File: src/rtl/dmux_stream.sv
// rtl/dmux_stream.sv - registered 1-to-2 stream demultiplexer with one FIFO and one word counter per output
// Each output FIFO is an instance of dmux_stream_fifo; the top only decodes the destination.

module dmux_stream_fifo #(
    parameter int WIDTH = 8,
    parameter int DEPTH = 2,
    parameter int CNT_W = 16
) (
    input  logic             clock,
    input  logic             reset,
    input  logic             push_i,
    input  logic [WIDTH-1:0] push_data_i,
    input  logic             pop_ready_i,
    output logic [WIDTH-1:0] data_o,
    output logic             valid_o,
    output logic             full_o,
    output logic [CNT_W-1:0] count_o
);
    localparam int AW    = $clog2(DEPTH);
    localparam int PTR_W = AW + 1;

    logic [WIDTH-1:0] mem_q [DEPTH];
    logic [PTR_W-1:0] wr_ptr_q, wr_ptr_d;
    logic [PTR_W-1:0] rd_ptr_q, rd_ptr_d;
    logic [CNT_W-1:0] count_q, count_d;
    logic             empty;
    logic             full;
    logic             do_push;
    logic             do_pop;

    // The extra pointer MSB separates full from empty once the pointers have wrapped.
    assign empty = (wr_ptr_q == rd_ptr_q);
    assign full  = (wr_ptr_q[AW] != rd_ptr_q[AW]) &&
                   (wr_ptr_q[AW-1:0] == rd_ptr_q[AW-1:0]);

    assign do_push = push_i && !full;
    assign do_pop  = pop_ready_i && !empty;

    always_comb begin
        wr_ptr_d = wr_ptr_q;
        rd_ptr_d = rd_ptr_q;
        count_d  = count_q;
        if (do_push) begin
            wr_ptr_d = wr_ptr_q + PTR_W'(1);
            count_d  = count_q + CNT_W'(1);
        end
        if (do_pop) begin
            rd_ptr_d = rd_ptr_q + PTR_W'(1);
        end
    end

    always_ff @(posedge clock or posedge reset) begin
        if (reset) begin
            wr_ptr_q <= '0;
            rd_ptr_q <= '0;
            count_q  <= '0;
        end else begin
            wr_ptr_q <= wr_ptr_d;
            rd_ptr_q <= rd_ptr_d;
            count_q  <= count_d;
        end
    end

    // Storage needs no reset: the head is masked to zero while the FIFO is empty.
    always_ff @(posedge clock) begin
        if (do_push) begin
            mem_q[wr_ptr_q[AW-1:0]] <= push_data_i;
        end
    end

    assign data_o  = empty ? '0 : mem_q[rd_ptr_q[AW-1:0]];
    assign valid_o = !empty;
    assign full_o  = full;
    assign count_o = count_q;
endmodule

module dmux_stream #(
    parameter int WIDTH = 8,
    parameter int DEPTH = 2,
    parameter int CNT_W = 16
) (
    input  logic             clock,
    input  logic             reset,
    input  logic [WIDTH-1:0] in_data,
    input  logic             in_sel,
    input  logic             in_valid,
    output logic             in_ready,
    output logic [WIDTH-1:0] a_data,
    output logic             a_valid,
    input  logic             a_ready,
    output logic [WIDTH-1:0] b_data,
    output logic             b_valid,
    input  logic             b_ready,
    output logic [CNT_W-1:0] a_count,
    output logic [CNT_W-1:0] b_count
);
    logic full_a;
    logic full_b;
    logic push_a;
    logic push_b;

    // Ready looks only at the selected FIFO's full flag, so a same-cycle pop never frees a slot.
    assign in_ready = in_sel ? !full_b : !full_a;
    assign push_a   = in_valid && in_ready && !in_sel;
    assign push_b   = in_valid && in_ready &&  in_sel;

    dmux_stream_fifo #(
        .WIDTH(WIDTH),
        .DEPTH(DEPTH),
        .CNT_W(CNT_W)
    ) u_fifo_a (
        .clock      (clock),
        .reset      (reset),
        .push_i     (push_a),
        .push_data_i(in_data),
        .pop_ready_i(a_ready),
        .data_o     (a_data),
        .valid_o    (a_valid),
        .full_o     (full_a),
        .count_o    (a_count)
    );

    dmux_stream_fifo #(
        .WIDTH(WIDTH),
        .DEPTH(DEPTH),
        .CNT_W(CNT_W)
    ) u_fifo_b (
        .clock      (clock),
        .reset      (reset),
        .push_i     (push_b),
        .push_data_i(in_data),
        .pop_ready_i(b_ready),
        .data_o     (b_data),
        .valid_o    (b_valid),
        .full_o     (full_b),
        .count_o    (b_count)
    );
endmodule
File: config.mk
export PLATFORM = sky130hd
export DESIGN_NAME = dmux_stream
export DESIGN_NICKNAME = d
export VERILOG_FILES = /design/src/rtl/dmux_stream.sv
export SDC_FILE = /design/constraint.sdc
export NUM_CORES = 1
export LEC_CHECK = 0
export CORE_UTILIZATION = 50
export DETAILED_ROUTE_END_ITERATION = 6
export PLACE_DENSITY = 0.84
export REMOVE_ABC_BUFFERS = 1
export SLEW_MARGIN = 20
export SYNTH_ARGS = -nofsm -noshare
export SYNTH_HDL_FRONTEND = slang
export SYNTH_HIERARCHICAL = 1
export SYNTH_SLANG_ARGS = --single-unit
File: constraint.sdc
create_clock -name clock -period 2.45 [get_ports clock]
set_clock_uncertainty 0.1 [all_clocks]
set_input_delay 0.245 -clock clock [delete_from_list [all_inputs] [get_ports clock]]
set_output_delay 0.245 -clock clock [all_outputs]
set_load 0.02 [all_outputs]
### After elaboration in Yosys (flattened, before gate mapping)

Memory sizes are Yosys's and may differ from the RTL's.
Cells that the tools add are included.

| operators by class | value |
|---|---|
| $add $sub $neg | 6 |
| $mul | 0 |
| div/mod/pow operators | 0 |
| magnitude comparators | 0 |
| equality and inequality tests | 6 |
| shift-type cells | 0 |
| multiplexer cells | 7 |
| bitwise logic cells | 0 |
| reductions and logical operators | 14 |

Operators by type and width:

| operator | count |
|---|---|
| adder 16 x 1 -> 16 bit, second input constant | 2 |
| two-way mux 8 bit | 2 |
| logical AND 1 bit | 9 |
| adder 2 x 1 -> 2 bit, second input constant | 4 |
| zero test 1 bit | 5 |
| two-way mux 1 bit | 5 |
| equality test 2 bit | 2 |
| equality test 1 bit | 2 |
| != test 1 bit | 2 |

| word-level totals | value |
|---|---|
| bits in registers | 40 |
| latch bits | 0 |
| RAM bits | 32 |
| ROM bits | 0 |
| input port bits | 14 |
| output and inout bits | 51 |
| logic and storage cells | 41 |
| memories | 2 |

Memory list:

| memory | depth | bits a word | read ports | clocked after Yosys merged registers in | write ports | RTL line | source |
|---|---|---|---|---|---|---|---|
| u_fifo_a.mem_q | 2 | 8 | 1 | 0 | 1 | 22 | `logic [WIDTH-1:0] mem_q [DEPTH];` |
| u_fifo_b.mem_q | 2 | 8 | 1 | 0 | 1 | 22 |  |

### Depth between registers and ports, before layout

Gate-level depths: netlist of run 1.

| logic depth | value |
|---|---|
| depth in word-level cells | 9 |
| gate-level depth with buffers | 7 |
| depth with buffers taken out | 7 |

### Cells and area by module

The synthesis of run 1 kept the hierarchy.

By module, submodules not included:

| module | instances | cells each | area an instance (µm²) | sequential area each (µm²) |
|---|---|---|---|---|
| dmux_stream_fifo | 2 | 108 | 1,514.0 | 980.9 |
| dmux_stream | 1 | 3 | 26.3 | 0.0 |

### Worst setup path after synthesis of run 1

OpenSTA, ideal clock, no wires.

| timing | value |
|---|---|
| path type | register to register |
| start | register u_fifo_a.wr_ptr_q[0] |
| end | memory u_fifo_a.mem_q[1][0], enable pin |
| setup time | 0.339 ns |
| data arrival time | 1.741 ns |
| required time | 2.011 ns |
| setup slack | 0.269 ns |
| cell stages (with the launch flop) | 6 |
| path buffers | 0 |
| period minus slack after synthesis | 2.181 ns |
| path through | dfrtp_1 -> xnor2_1 -> and2_4 -> nor3b_1 -> a21boi_2 -> and2_1 |

| between the ends | value |
|---|---|
| longest elaborated chain between the ends | 9 |

Ends and longest elaborated chain:

| item | RTL line | source |
|---|---|---|
| from (decl) | 23 | `logic [PTR_W-1:0] wr_ptr_q, wr_ptr_d;` |
| from (signal assigned) | 58 | `wr_ptr_q <= wr_ptr_d;` |
| equality test 1 bit | 34 | `(wr_ptr_q[AW-1:0] == rd_ptr_q[AW-1:0]);` |
| logical AND 1 bit | 33 | `assign full = (wr_ptr_q[AW] != rd_ptr_q[AW]) &&` |
| net full_a | 97 | `logic full_a;` |
| zero test 1 bit | 103 | `assign in_ready = in_sel ? !full_b : !full_a;` |
| two-way mux 1 bit | 103 |  |
| logical AND 1 bit (2 in series) | 104 | `assign push_a = in_valid && in_ready && !in_sel;` |
| net push_a | 99 | `logic push_a;` |
| logical AND 1 bit | 36 | `assign do_push = push_i && !full;` |
| two-way mux 1 bit | 66 | `if (do_push) begin` |
| two-way mux 1 bit (not written as such) | 67 | `mem_q[wr_ptr_q[AW-1:0]] <= push_data_i;` |
| to (decl) | 22 |  |

The timed path passes the listed nets, and every way through them passes these cells.

### Worst setup path in the final report of run 1

| timing | value |
|---|---|
| start | register u_fifo_a.wr_ptr_q[1] |
| end | register u_fifo_a.count_q[15], in the netlist u_fifo_a/count_o[15] |

| between the ends | value |
|---|---|
| longest elaborated chain between the ends | 7 |

Ends and longest elaborated chain:

| item | RTL line | source |
|---|---|---|
| != test 1 bit | 33 |  |
| logical AND 1 bit | 33 |  |
| net full_a | 97 |  |
| zero test 1 bit | 103 |  |
| two-way mux 1 bit | 103 |  |
| logical AND 1 bit (2 in series) | 104 |  |
| net push_a | 99 |  |
| logical AND 1 bit | 36 |  |
| to (signal assigned) | 60 | `count_q <= count_d;` |
| to (decl) | 25 | `logic [CNT_W-1:0] count_q, count_d;` |

The timed path passes the listed nets, and every way through them passes these cells.
A chain may end at the register's enable or synchronous reset.

==> run summary, run 1 <==
======================================================================================
Hold Vio Cnt, Final                                                                  0
Type of the most critical hold path                                        in -> async
Final setup violating endpoints                                                      0
Die Footprint                                                               6425 sq um
Kind of start point of the critical path                                     flip-flop
CTS sink count                                                                      72
Htree depth                                                                          3
Vert. Die Dim                                                             80.16 microns
Via count                                                                        1,968
Maximum frequency from static timing analysis                                422.6 MHz
Global-route wire length before repair                                    9356 microns
Final period demand of the worst path                                         2.367 ns
CP arrival                                                                     2.48 ns
Post-Syn Instances                                                                 219
Worst-margin pin slew                                                        0.7469 ns
Power Density                                                             1231 nW/um^2
Mean instance size in the synthesized netlist                              13.95 sq um
Critical path, cell by cell                                               xor2_2 > and2_4 > nor3b_1 > nand4_1 > a211oi_2 > nand3_1 > xnor2_1
Net count of the finished layout                                                   313
Antenna diodes                                                                       0
GRT Total Usage                                                                 19.90%
Worst-path cell with the longest stage delay                              sky130_fd_sc_hd__dfrtp_1
Biggest area consumer among synthesized cells                             sky130_fd_sc_hd__dfrtp_1
Critical Path End Type                                                       flip-flop
Kind of critical path                                                       reg -> reg
Fraction of post-synthesis cell area in the top cell type by area               32.77%
Max stage delay on crit path                                                   0.45 ns
First-pass detailed-route iteration total                                            4
Count of final max-slew check failures                                               0
Maximum clock insertion buffer count                                                 2
Total power                                                                    4963 uW
Total number of yosys warnings                                                       6
Leakage dissipation                                                        0.001718 uW
Post-Synthesis Cell Area                                                    3054 sq um
CTS tree                                                                         built
Worst hold slack                                                             0.2599 ns
Portion of total power attributed to the clock network                           18.4%
Outcome                                                                      completed
Part of the total power dissipated in sequential elements                        35.2%
Clock slew at the register clock pins of the worst setup and hold paths        0.08 ns
Vias in the first global route                                                   1,951
Worst-skew pair later-pin latency                                              0.34 ns
FILL cells                                                                         422
Largest net degree at the start of global routing                                   21
Wirelength per Cell                                                       15.74 microns
Most area-consuming cells after synthesis                                 sky130_fd_sc_hd__dfrtp_1, sky130_fd_sc_hd__edfxtp_1, sky130_fd_sc_hd__xnor2_1, sky130_fd_sc_hd__mux2i_1, sky130_fd_sc_hd__xor2_1
Die X                                                                     80.16 microns
Fraction of layout instances using a drive strength above 1                     12.58%
DRT Wirelength                                                            5933 microns
Switching power of the nets                                                    1899 uW
Internal cell power                                                            3064 uW
Count of input and output buffers                                                   64
Tcrit/Tclk final                                                                96.59%
Post-CTS Repair Setup Buffers                                                        0
Antenna violations before repair                                                     0
Final Wtd Congestion                                                            0.8141
Flip-flop and latch count after synthesis                                           72
Buffering stage count on the worst path with inverters included                      0
Vias/cell                                                                        5.220
Combinational fraction of design power                                           46.3%
DRC                                                                                  0
1st-iter DRT viols                                                                 129
Starting density of the core                                                    51.58%
Slew HR                                                                         50.15%
Switching Fraction                                                              38.27%
Worst voltage drop across the vdd grid                                     0.0008576 V
Placeable core area                                                         5921 sq um
Cell variety after synth                                                            27
Clock Root Buffer                                                         sky130_fd_sc_hd__clkbuf_8
Count of maximum capacitance violations                                              0
Row cnt                                                                             28
Dpl hpwl                                                                  4063 microns
DRT antenna net count                                                                0
Worst Path Max Fanout                                                                5
Fraction of the yosys area taken by sequential cells                            64.24%
Area growth from synthesis to layout                                            32.04%
Largest delay share family, worst path                                    simple AND/OR/NAND/NOR gates
Total grt overflow                                                                   0
CP required                                                                    2.57 ns
Number of clock buffers inserted by TritonCTS                                        9
Ports placed on the boundary                                                        65
======================================================================================
worst paths after layout:
path / cells past startpoint / slack (ns) / endpoint / start
max: 7 / 0.08 / u_fifo_a/count_o[15]$_DFFE_PP0N_ / u_fifo_a/wr_ptr_q[1]$_DFFE_PP0N_
min: 2 / 0.26 / u_fifo_b/count_o[6]$_DFFE_PP0N_ / reset
max reg2reg: 7 / 0.08 / u_fifo_a/count_o[15]$_DFFE_PP0N_ / u_fifo_a/wr_ptr_q[1]$_DFFE_PP0N_
min reg2reg: 1 / 0.38 / u_fifo_b/count_o[10]$_DFFE_PP0N_ / u_fifo_b/count_o[10]$_DFFE_PP0N_
max in group asynchronous: 2 / 1.51 / u_fifo_a/rd_ptr_q[0]$_DFFE_PP0P_ / reset
min in group clock: 1 / 0.38 / u_fifo_b/count_o[10]$_DFFE_PP0N_ / u_fifo_b/count_o[10]$_DFFE_PP0N_
power by group through the flow:
stage	clock, uW	combinational [uW]	sequential (uW)
4_1_cts	924	2300	1730
6_report	915	2300	1750
3_3_place_gp	0	2310	1740
5_1_grt	985	2460	1780
2_1_floorplan	0	1210	1860
3_5_place_dp	0	2360	1750
through the flow:
step	area, sq um	instances	utilization (%)	setup slack [ns]	TNS (ns)
after floorplan	3037	215	-	0.01625	0
after global placement	3824	361	64.58	0.2486	0
after detailed placement	3824	361	64.58	0.07862	0
after CTS	4006	377	67.67	0.003312	0
after global routing	4033	377	68.11	-0.01362	-0.01684
final	4033	377	68.11	0.08346	0
area by class of cell:
type | count | area [sq um] | share of cell area (%)
clock buffers | 12 | 145.1 | 3.599
clock inverters | 4 | 45.04 | 1.117
inverters | 4 | 15.01 | 0.3723
multi-input cells | 139 | 1082 | 26.84
flip-flops and latches | 72 | 1962 | 48.65
well taps | 75 | 93.84 | 2.327
repair buffers | 71 | 689.4 | 17.10
logic make-up after synthesis:
family / after synthesis / share of synthesized area, %
DFF: 72 / 64.24
buffers and inverters: 8 / 1.065
and+or+nand+nor: 68 / 12.41
AOI/OAI and AO/OA: 6 / 2.048
muxes: 19 / 6.309
adders and majority gates: 2 / 0.8192
xor gates and xnor gates: 44 / 13.11
flip-flops by register name, summed over array words and instances (netlist names):
signal and cells:
u_fifo_a/wr_ptr_q 2, u_fifo_b/wr_ptr_q 2, u_fifo_a/count_o 16, u_fifo_b/count_o 16, u_fifo_b/rd_ptr_q 2, u_fifo_a/rd_ptr_q 2
u_fifo_b/mem_q 16, u_fifo_a/mem_q 16
worst register-to-register path, stage by stage, from the launching register on:
cell and delay [ns]:
sky130_fd_sc_hd__dfrtp_1 0.45, sky130_fd_sc_hd__xor2_2 0.24, sky130_fd_sc_hd__and2_4 0.18, sky130_fd_sc_hd__nor3b_1 0.34, sky130_fd_sc_hd__nand4_1 0.24, sky130_fd_sc_hd__a211oi_2 0.39, sky130_fd_sc_hd__nand3_1 0.16, sky130_fd_sc_hd__xnor2_1 0.16
what timing repair did:
action	CTS	global route
setup endpoints to repair	9	16
resized for setup	8	6
hold buffers	0	0
hold endpoints to repair	0	0
cells in the mapped netlist:
cell type and n:
sky130_fd_sc_hd__ha_1 2, sky130_fd_sc_hd__and2b_1 2, sky130_fd_sc_hd__edfxtp_1 32, sky130_fd_sc_hd__a211oi_2 2, sky130_fd_sc_hd__a21boi_2 2, sky130_fd_sc_hd__nand4_1 8, sky130_fd_sc_hd__xnor2_2 2, sky130_fd_sc_hd__buf_2 2
sky130_fd_sc_hd__xnor2_1 24, sky130_fd_sc_hd__and4_1 6, sky130_fd_sc_hd__a211oi_1 2, sky130_fd_sc_hd__nor3_1 2, sky130_fd_sc_hd__nor3b_1 1, sky130_fd_sc_hd__mux2i_1 17, sky130_fd_sc_hd__and3_1 2, sky130_fd_sc_hd__dfrtp_1 40
sky130_fd_sc_hd__nor2_1 18, sky130_fd_sc_hd__inv_1 4, sky130_fd_sc_hd__and3b_1 1, sky130_fd_sc_hd__or4b_4 2, sky130_fd_sc_hd__buf_1 2, sky130_fd_sc_hd__nand2_1 12, sky130_fd_sc_hd__and2_1 4, sky130_fd_sc_hd__xor2_1 18
sky130_fd_sc_hd__and2_4 2, sky130_fd_sc_hd__mux2_2 2, sky130_fd_sc_hd__nand3_1 8
metal layers:
| metal | routed length [microns] | vias up | track usage (%) |
|---|---|---|---|
| met1 | 2593 | 983 | 26.11 |
| met2 | 2950 | 51 | 31.20 |
| met3 | 257 | 12 | 3.182 |
| li1 | - | 922 | - |
| met4 | 132 | 0 | 11.96 |
| met5 | 0 | - | 0 |
layout by cell type, fill, tap and decap left out, types with 3 or more instances in the layout:
cell type / count
sky130_fd_sc_hd__clkdlybuf4s50_1: 55
sky130_fd_sc_hd__dfrtp_1: 40
sky130_fd_sc_hd__edfxtp_1: 32
sky130_fd_sc_hd__nand3_1: 8
sky130_fd_sc_hd__a211oi_2: 3
sky130_fd_sc_hd__xor2_1: 16
sky130_fd_sc_hd__clkinv_2: 3
sky130_fd_sc_hd__dlygate4sd2_1: 7
sky130_fd_sc_hd__clkbuf_8: 10
sky130_fd_sc_hd__buf_4: 7
sky130_fd_sc_hd__inv_1: 4
sky130_fd_sc_hd__mux2i_1: 17
sky130_fd_sc_hd__nand2_1: 12
sky130_fd_sc_hd__and4_1: 6
sky130_fd_sc_hd__nor2_1: 18
sky130_fd_sc_hd__xnor2_1: 24
sky130_fd_sc_hd__nand4_1: 8
Note: power is estimated with default switching activity, not from simulation.
==> inputs of run 2 (changes only) <==
--- a/config.mk
+++ b/config.mk
@@ -9,7 +9,7 @@
 export DETAILED_ROUTE_END_ITERATION = 6
 export PLACE_DENSITY = 0.84
 export REMOVE_ABC_BUFFERS = 1
-export SLEW_MARGIN = 20
+export SLEW_MARGIN = 10
 export SYNTH_ARGS = -nofsm -noshare
 export SYNTH_HDL_FRONTEND = slang
 export SYNTH_HIERARCHICAL = 1
==> results of run 2 <==
Final layout, timing and power as in run 1 (identical DEF).
==> inputs of run 3 (changes only) <==
--- a/config.mk
+++ b/config.mk
@@ -7,6 +7,7 @@
 export LEC_CHECK = 0
 export CORE_UTILIZATION = 50
 export DETAILED_ROUTE_END_ITERATION = 6
+export HOLD_SLACK_MARGIN = 0.03
 export PLACE_DENSITY = 0.84
 export REMOVE_ABC_BUFFERS = 1
 export SLEW_MARGIN = 10
==> results of run 3 <==
Final layout, timing and power as in run 1 (identical DEF).
